**config.mk**
```make
export PLATFORM = sky130hd
export DESIGN_NAME = fft_cfg_sink_flat
export DESIGN_NICKNAME = d
export VERILOG_FILES = /design/src/rtl/fft_cfg_sink_pkg.sv /design/src/rtl/fft_cfg_sink_if.sv /design/src/rtl/fft_cfg_sink_frame_counter.sv /design/src/rtl/fft_cfg_sink.sv /design/src/flat_wrapper.sv
export SDC_FILE = /design/constraint.sdc
export NUM_CORES = 1
export LEC_CHECK = 0
export BUFFER_PORTS_ARGS = -buffer_cell sky130_fd_sc_hd__buf_2
export CAP_MARGIN = 5
export CORE_ASPECT_RATIO = 1.1
export CORE_MARGIN = 4
export CORE_UTILIZATION = 28
export CTS_BUF_LIST = sky130_fd_sc_hd__clkbuf_2 sky130_fd_sc_hd__clkbuf_4 sky130_fd_sc_hd__clkbuf_8
export DETAILED_ROUTE_END_ITERATION = 10
export GPL_ROUTABILITY_DRIVEN = 0
export HOLD_SLACK_MARGIN = 0.05
export PLACE_DENSITY = 0.51
export SYNTH_ARGS = -nofsm -noshare
export SYNTH_HDL_FRONTEND = slang
export SYNTH_SLANG_ARGS = --single-unit
```
**constraint.sdc**
```tcl
create_clock -name i_clk -period 1.9 [get_ports i_clk]
set_input_delay 0.475 -clock i_clk [delete_from_list [all_inputs] [get_ports i_clk]]
set_output_delay 0.475 -clock i_clk [all_outputs]
set_load 0.02 [all_outputs]
```
**src/rtl/fft_cfg_sink_pkg.sv**
```systemverilog
`default_nettype none
// ============================================================================
//  Module      : fft_cfg_sink_pkg
//  Description : Shared defaults and state encoding for the FFT config sink
//                and its frame counter.
//  Revision    : 1.0  initial release
// ============================================================================
package fft_cfg_sink_pkg;

    localparam int          CFG_W_DEF     = 16;
    localparam int          FWD_BIT_DEF   = 0;
    localparam int          NFFT_LOG2_DEF = 10;
    localparam logic [15:0] RESET_CFG_DEF = 16'h0001;

    // IDLE: nothing held, channel open. PEND: a word waits for the frame end.
    typedef enum logic [0:0] {
        ST_IDLE = 1'b0,
        ST_PEND = 1'b1
    } sink_state_t;

endpackage
`default_nettype wire

```
**src/rtl/fft_cfg_sink_if.sv**
```systemverilog
`default_nettype none
// ============================================================================
//  Module      : fft_cfg_if
//  Description : Valid/ready config channel, one config word per beat.
//  Revision    : 1.0  initial release
// ============================================================================
interface fft_cfg_if #(
    parameter int CFG_W = 16
) ();
    logic             valid;
    logic             ready;
    logic [CFG_W-1:0] data;

    modport master (output valid, output data, input  ready);
    modport slave  (input  valid, input  data, output ready);
endinterface
`default_nettype wire

```
**src/rtl/fft_cfg_sink_frame_counter.sv**
```systemverilog
`default_nettype none
// ============================================================================
//  Module      : fft_frame_counter
//  Description : Counts accepted data beats within a 2**NFFT_LOG2 frame,
//                flags the frame-final beat and reports tlast framing errors.
//                The counter alone defines framing; last never resyncs it.
//  Revision    : 1.0  initial release
// ============================================================================
module fft_frame_counter #(
    parameter int NFFT_LOG2 = 10
) (
    input  wire logic                 i_clk,
    input  wire logic                 i_rstn,
    input  wire logic                 i_beat,
    input  wire logic                 i_last,
    output logic     [NFFT_LOG2-1:0]  o_idx,
    output logic                      o_boundary,
    output logic                      o_evt_tlast_missing,
    output logic                      o_evt_tlast_unexpected
);

    localparam logic [NFFT_LOG2-1:0] LAST_IDX = {NFFT_LOG2{1'b1}};

    logic at_final;

    assign at_final   = (o_idx == LAST_IDX);
    assign o_boundary = i_beat & at_final;

    // Advance the index per beat (natural wrap) and register tlast checks.
    always_ff @(posedge i_clk or negedge i_rstn) begin
        if (!i_rstn) begin
            o_idx                  <= '0;
            o_evt_tlast_missing    <= 1'b0;
            o_evt_tlast_unexpected <= 1'b0;
        end else begin
            if (i_beat) begin
                o_idx <= o_idx + NFFT_LOG2'(1);
            end
            o_evt_tlast_missing    <= i_beat &  at_final & ~i_last;
            o_evt_tlast_unexpected <= i_beat & ~at_final &  i_last;
        end
    end

endmodule
`default_nettype wire

```
**src/rtl/fft_cfg_sink.sv**
```systemverilog
`default_nettype none
// ============================================================================
//  Module      : fft_cfg_sink
//  Description : Accepts FFT config words and commits them only at frame
//                boundaries so each frame runs with one consistent config.
//                Also tracks the data frame position and tlast errors.
//  Revision    : 1.0  initial release
// ============================================================================
module fft_cfg_sink
    import fft_cfg_sink_pkg::*;
#(
    parameter int               CFG_W     = CFG_W_DEF,
    parameter int               FWD_BIT   = FWD_BIT_DEF,
    parameter int               NFFT_LOG2 = NFFT_LOG2_DEF,
    parameter logic [CFG_W-1:0] RESET_CFG = CFG_W'(RESET_CFG_DEF)
) (
    input  wire logic                 i_clk,
    input  wire logic                 i_rstn,
    fft_cfg_if.slave                  cfg,
    input  wire logic                 i_dat_valid,
    input  wire logic                 i_dat_ready,
    input  wire logic                 i_dat_last,
    output logic     [CFG_W-1:0]      o_cfg_word,
    output logic                      o_fwd_inv,
    output logic                      o_cfg_pending,
    output logic                      o_cfg_applied,
    output logic     [NFFT_LOG2-1:0]  o_sample_idx,
    output logic                      o_evt_tlast_missing,
    output logic                      o_evt_tlast_unexpected
);

    sink_state_t      state;
    sink_state_t      state_nxt;
    logic [CFG_W-1:0] pend_word;
    logic [CFG_W-1:0] commit_word;
    logic             commit;
    logic             store;
    logic             beat;
    logic             boundary;

    assign beat = i_dat_valid & i_dat_ready;

    fft_frame_counter #(
        .NFFT_LOG2 (NFFT_LOG2)
    ) u_frame_counter (
        .i_clk                  (i_clk),
        .i_rstn                 (i_rstn),
        .i_beat                 (beat),
        .i_last                 (i_dat_last),
        .o_idx                  (o_sample_idx),
        .o_boundary             (boundary),
        .o_evt_tlast_missing    (o_evt_tlast_missing),
        .o_evt_tlast_unexpected (o_evt_tlast_unexpected)
    );

    // Ready comes straight from the state flop, so it is registered.
    assign cfg.ready     = (state == ST_IDLE);
    assign o_cfg_pending = (state == ST_PEND);
    assign o_fwd_inv     = o_cfg_word[FWD_BIT];

    // Decide whether an offered word commits now or waits for the frame end.
    always_comb begin
        state_nxt   = state;
        commit      = 1'b0;
        store       = 1'b0;
        commit_word = pend_word;
        case (state)
            ST_IDLE: begin
                if (cfg.valid) begin
                    commit_word = cfg.data;
                    // Between frames, or on the edge that closes one: safe now.
                    if (((o_sample_idx == '0) && !beat) || boundary) begin
                        commit = 1'b1;
                    end else begin
                        store     = 1'b1;
                        state_nxt = ST_PEND;
                    end
                end
            end
            ST_PEND: begin
                if (boundary) begin
                    commit    = 1'b1;
                    state_nxt = ST_IDLE;
                end
            end
            default: state_nxt = ST_IDLE;
        endcase
    end

    // State, held word, committed word and the one-cycle applied pulse.
    always_ff @(posedge i_clk or negedge i_rstn) begin
        if (!i_rstn) begin
            state         <= ST_IDLE;
            pend_word     <= '0;
            o_cfg_word    <= RESET_CFG;
            o_cfg_applied <= 1'b0;
        end else begin
            state         <= state_nxt;
            o_cfg_applied <= commit;
            if (store) begin
                pend_word <= cfg.data;
            end
            if (commit) begin
                o_cfg_word <= commit_word;
            end
        end
    end

endmodule
`default_nettype wire

```
**src/flat_wrapper.sv**
```systemverilog
// flat-port wrapper written by rule: the top's interface ports become plain ports
module fft_cfg_sink_flat import fft_cfg_sink_pkg::*;
#(
    parameter int               CFG_W     = CFG_W_DEF,
    parameter int               FWD_BIT   = FWD_BIT_DEF,
    parameter int               NFFT_LOG2 = NFFT_LOG2_DEF,
    parameter logic [CFG_W-1:0] RESET_CFG = CFG_W'(RESET_CFG_DEF)
)
  (i_clk, i_rstn, i_dat_valid, i_dat_ready, i_dat_last, o_cfg_word, o_fwd_inv, o_cfg_pending, o_cfg_applied, o_sample_idx, o_evt_tlast_missing, o_evt_tlast_unexpected, cfg_valid, cfg_data, cfg_ready);
  fft_cfg_if #(.CFG_W(CFG_W)) cfg_i ();
  input  wire logic i_clk;
  input  wire logic i_rstn;
  input  wire logic i_dat_valid;
  input  wire logic i_dat_ready;
  input  wire logic i_dat_last;
  output logic     [CFG_W-1:0] o_cfg_word;
  output logic o_fwd_inv;
  output logic o_cfg_pending;
  output logic o_cfg_applied;
  output logic     [NFFT_LOG2-1:0] o_sample_idx;
  output logic o_evt_tlast_missing;
  output logic o_evt_tlast_unexpected;
  input wire logic [$bits(cfg_i.valid)-1:0] cfg_valid;
  input wire logic [$bits(cfg_i.data)-1:0] cfg_data;
  output wire logic [$bits(cfg_i.ready)-1:0] cfg_ready;
  assign cfg_i.valid = cfg_valid;
  assign cfg_i.data = cfg_data;
  assign cfg_ready = cfg_i.ready;
  fft_cfg_sink #(.CFG_W(CFG_W), .FWD_BIT(FWD_BIT), .NFFT_LOG2(NFFT_LOG2), .RESET_CFG(RESET_CFG)) u_core (.i_clk(i_clk), .i_rstn(i_rstn), .cfg(cfg_i), .i_dat_valid(i_dat_valid), .i_dat_ready(i_dat_ready), .i_dat_last(i_dat_last), .o_cfg_word(o_cfg_word), .o_fwd_inv(o_fwd_inv), .o_cfg_pending(o_cfg_pending), .o_cfg_applied(o_cfg_applied), .o_sample_idx(o_sample_idx), .o_evt_tlast_missing(o_evt_tlast_missing), .o_evt_tlast_unexpected(o_evt_tlast_unexpected));
endmodule
```
==> results.ini <==
[timing]
fmax_mhz = 522
drv_slew = 0
final.period_utilization_pct = 101
min_period_ns = 1.92
tightestPinTransition_ns = 0.431
setup_tns_ns = -0.0549
worst_slack_ns = -0.0165
slew_headroom_pct = 71.2
grt_setup_unrepaired = yes
setup_violations = 4
hold_viol_final = 0
clock_skew_ns = 0.00319

[yosys]
yosysMostFrequentCell = dfrtp_1
synth_top_cells_by_count = dfrtp_1 (45), mux2_2 (39), mux2_4 (9), nand2_1 (8), xnor2_1 (8)
synth_nets = 172
yosysUniqueCellTypes = 29
ys_top_cells_by_area = dfrtp_1 (53%), mux2_2 (21%), mux2_4 (6.4%)
synth_ff_type = dfrtp_1
syn_inst = 148
yosysWarnings = 0
async_flop_share_pct = 100
synth-seq-cells = 46
yosysSeqAreaShare_pct = 54.2
yosysTopAreaCell = dfrtp_1
synth_edf_count = 0
synth_top_cell_area_share_pct = 53.0
syn_area_sq_um = 2120
syn_area_per_cell_sq_um = 14.4

[layout]
final_util_pct = 38.3
drive_gt1_share_pct = 67.0
fillers = 748
n_antenna_cell = 0
area_delta_synth_final_pct = 34.1
nNetsFinal = 245

[power_and_ir_drop]
p_sw_w = 0.00115
ir_drop_mv = 0.486
cellLeakagePower_nw = 1.38
seq_power_share_pct = 44.7
clkPwrFrac_pct = 16.6
combPwrFrac_pct = 38.8
p_sw_share_pct = 32.7
p_int_w = 0.00236
power_density_nw_per_um2 = 1230

[route]
drt_iter0_drc = 30
wl_um = 4600
dr.pass1.iters = 4
vias_per_cell = 4.62
routedWlPerCell_um = 14.9
ant_nets = 0
vias = 1422
drc = 0

[floorplanning]
rows = 33
die_width_um = 91.1
core_area_sq_um = 7430
die_area_sq_um = 9050
ioPinCount = 54
start_util_pct = 28.6
die_y_um = 99.4

[clocking]
numCtsBuffers = 5
cts.clk_slew.worst_paths_ns = 0.08
hold_buffers = 0
cts-htree-levels = 2
cts_root_buf = clkbuf_8
cts_sinks = 46
clockBufferDepth = 2
cts_tree = built
insertion_delay_ns = 0.29

[setup_path]
slowest_delay_ns = 0.45
worstSetupStartpointType = flop
critical_path.max_fanout = 5
crit_chain = nor4_4, nand4_4, a22oi_4, clkbuf_16, mux2_4
worst_setup_path_end_kind = flop
crit_slowest_cell = dfrtp_2
arrival_ns = 2.10
required_ns = 2.08
critical_path_class = flop to flop

[job]
drv_cap = 0

[grt]
grt.overflow.total = 0
grt_pass1_wl_um = 7450
grt_use_total_pct = 10.5
grt_pass1_vias = 1455
grt_max_degree = 31
antenna_found_initial = 0

[worst_hold_path]
min_path_type = primary input to async pin

[placed_design]
preCtsSetupSlack_ns = 0.0246
dp_hpwl_um = 3360
io_buffers = 53

[outcome]
status = complete, but fails checks
violations = negative setup slack

[final timing paths]
kind	cells after the start	slack [ns]	to	startpoint
min reg2reg	1	0.51	u_core.pend_word[1]$_DFFE_PN0P_	u_core.pend_word[1]$_DFFE_PN0P_
min in group i_clk	2	0.35	u_core.u_frame_counter.o_evt_tlast_missing$_DFF_PN0_	i_dat_last
max in group asynchronous	2	1.22	u_core.o_cfg_word[0]$_DFFE_PN1P_	i_rstn
max reg2reg	5	-0.02	u_core.o_cfg_word[8]$_DFFE_PN0P_	u_core.u_frame_counter.o_idx[8]$_DFFE_PN0N_
min	1	0.11	u_core.pend_word[3]$_DFFE_PN0P_	i_rstn
max	5	-0.02	u_core.o_cfg_word[8]$_DFFE_PN0P_	u_core.u_frame_counter.o_idx[8]$_DFFE_PN0N_
[power groups by stage]
stage	sequential [W]	combinational [W]	clock [W]
2_1_floorplan	0.00173	0.000650	0
3_3_place_gp	0.00155	0.00124	0
3_5_place_dp	0.00157	0.00125	0
4_1_cts	0.00155	0.00126	0.000616
5_1_grt	0.00162	0.00148	0.000671
6_report	0.00157	0.00136	0.000580
[critical path: cells and delay by family (launching register included)]
family | cells | cell delay (ns)
AOI/OAI and AO/OA | 1 | 0.35
buffers and inverters | 1 | 0.22
DFF | 1 | 0.45
muxes | 1 | 0.29
and+or+nand+nor | 2 | 0.49
[layer usage]
layer	GRT usage [%]	wire, um	up-vias
met2	15.9	2080	47
met4	3.48	60	0
met5	0	0	-
met3	3.56	271	7
met1	14.0	2190	706
li1	-	-	662
[registers in the layout, indices dropped and copies added (netlist names)]
signal	count
u_core.pend_word	16
u_core.o_cfg_applied	1
u_core.u_frame_counter.o_idx	10
u_core.u_frame_counter.o_evt_tlast_missing	1
u_core.o_cfg_word	16
u_core.u_frame_counter.o_evt_tlast_unexpected	1
u_core.o_cfg_pending	1
[through the flow]
stage | cells | power, W | hold slack (ns) | area (sq um)
after floorplan | 148 | 0.00238 | 0.179 | 2150
after global placement | 295 | 0.00279 | 0.435 | 2630
after detailed placement | 295 | 0.00282 | 0.437 | 2630
after CTS | 302 | 0.00342 | 0.114 | 2710
after global routing | 308 | 0.00377 | 0.127 | 2850
final | 308 | 0.00350 | 0.115 | 2850
[cell usage in the layout, fill, tap and decap left out]
cell,synthesis,routed
a31oi_1,1,1
nor3_2,0,1
mux2_2,39,32
nand4_4,1,2
and4_2,1,1
nand3_2,1,1
nor2b_4,0,1
and3_2,0,1
a22oi_4,1,1
xnor2_1,8,8
xor2_1,1,1
nand4_1,4,4
dfstp_2,1,1
inv_2,0,2
nor4_4,0,1
o21ai_0,1,1
and3_1,2,1
dfrtp_2,0,4
and2_1,2,2
buf_2,3,53
inv_1,4,2
buf_4,2,14
mux2_4,9,16
buf_12,1,5
dfrtp_1,45,41
clkbuf_4,0,2
clkbuf_8,0,5
ha_4,0,2
nand2_1,8,8
and4_4,1,1
nor2b_2,0,1
clkbuf_16,0,1
nor2_1,2,2
nand3_1,2,2
[kinds of logic after synthesis]
| group | Yosys count | synth area share (%) |
|---|---|---|
| buffers and inverters | 11 | 3.24 |
| multiplexers | 48 | 27.0 |
| AO/OA/AOI/OAI | 3 | 1.53 |
| adder cells (fa/ha/maj) | 2 | 1.18 |
| XOR/XNOR | 9 | 3.71 |
| flip-flops | 46 | 54.2 |
| AND/OR/NAND/NOR | 29 | 9.07 |
[cell type report]
| cell class | count | area [sq um] | share of cell area (%) |
|---|---|---|---|
| Multi-Input combinational cell | 91 | 988 | 34.7 |
| Inverter | 4 | 15.0 | 0.527 |
| Sequential cell | 46 | 1160 | 40.6 |
| Tap cell | 87 | 109 | 3.82 |
| Timing Repair Buffer | 73 | 495 | 17.4 |
| Clock buffer | 7 | 83.8 | 2.94 |
[what timing repair did]
action / CTS / global route
endpoints found under the hold margin: 0 / 0
setup endpoints to repair: 0 / 16
setup buffers: 0 / 5
resized for setup: 0 / 19
No activity file was read; power rests on OpenSTA's default activity.
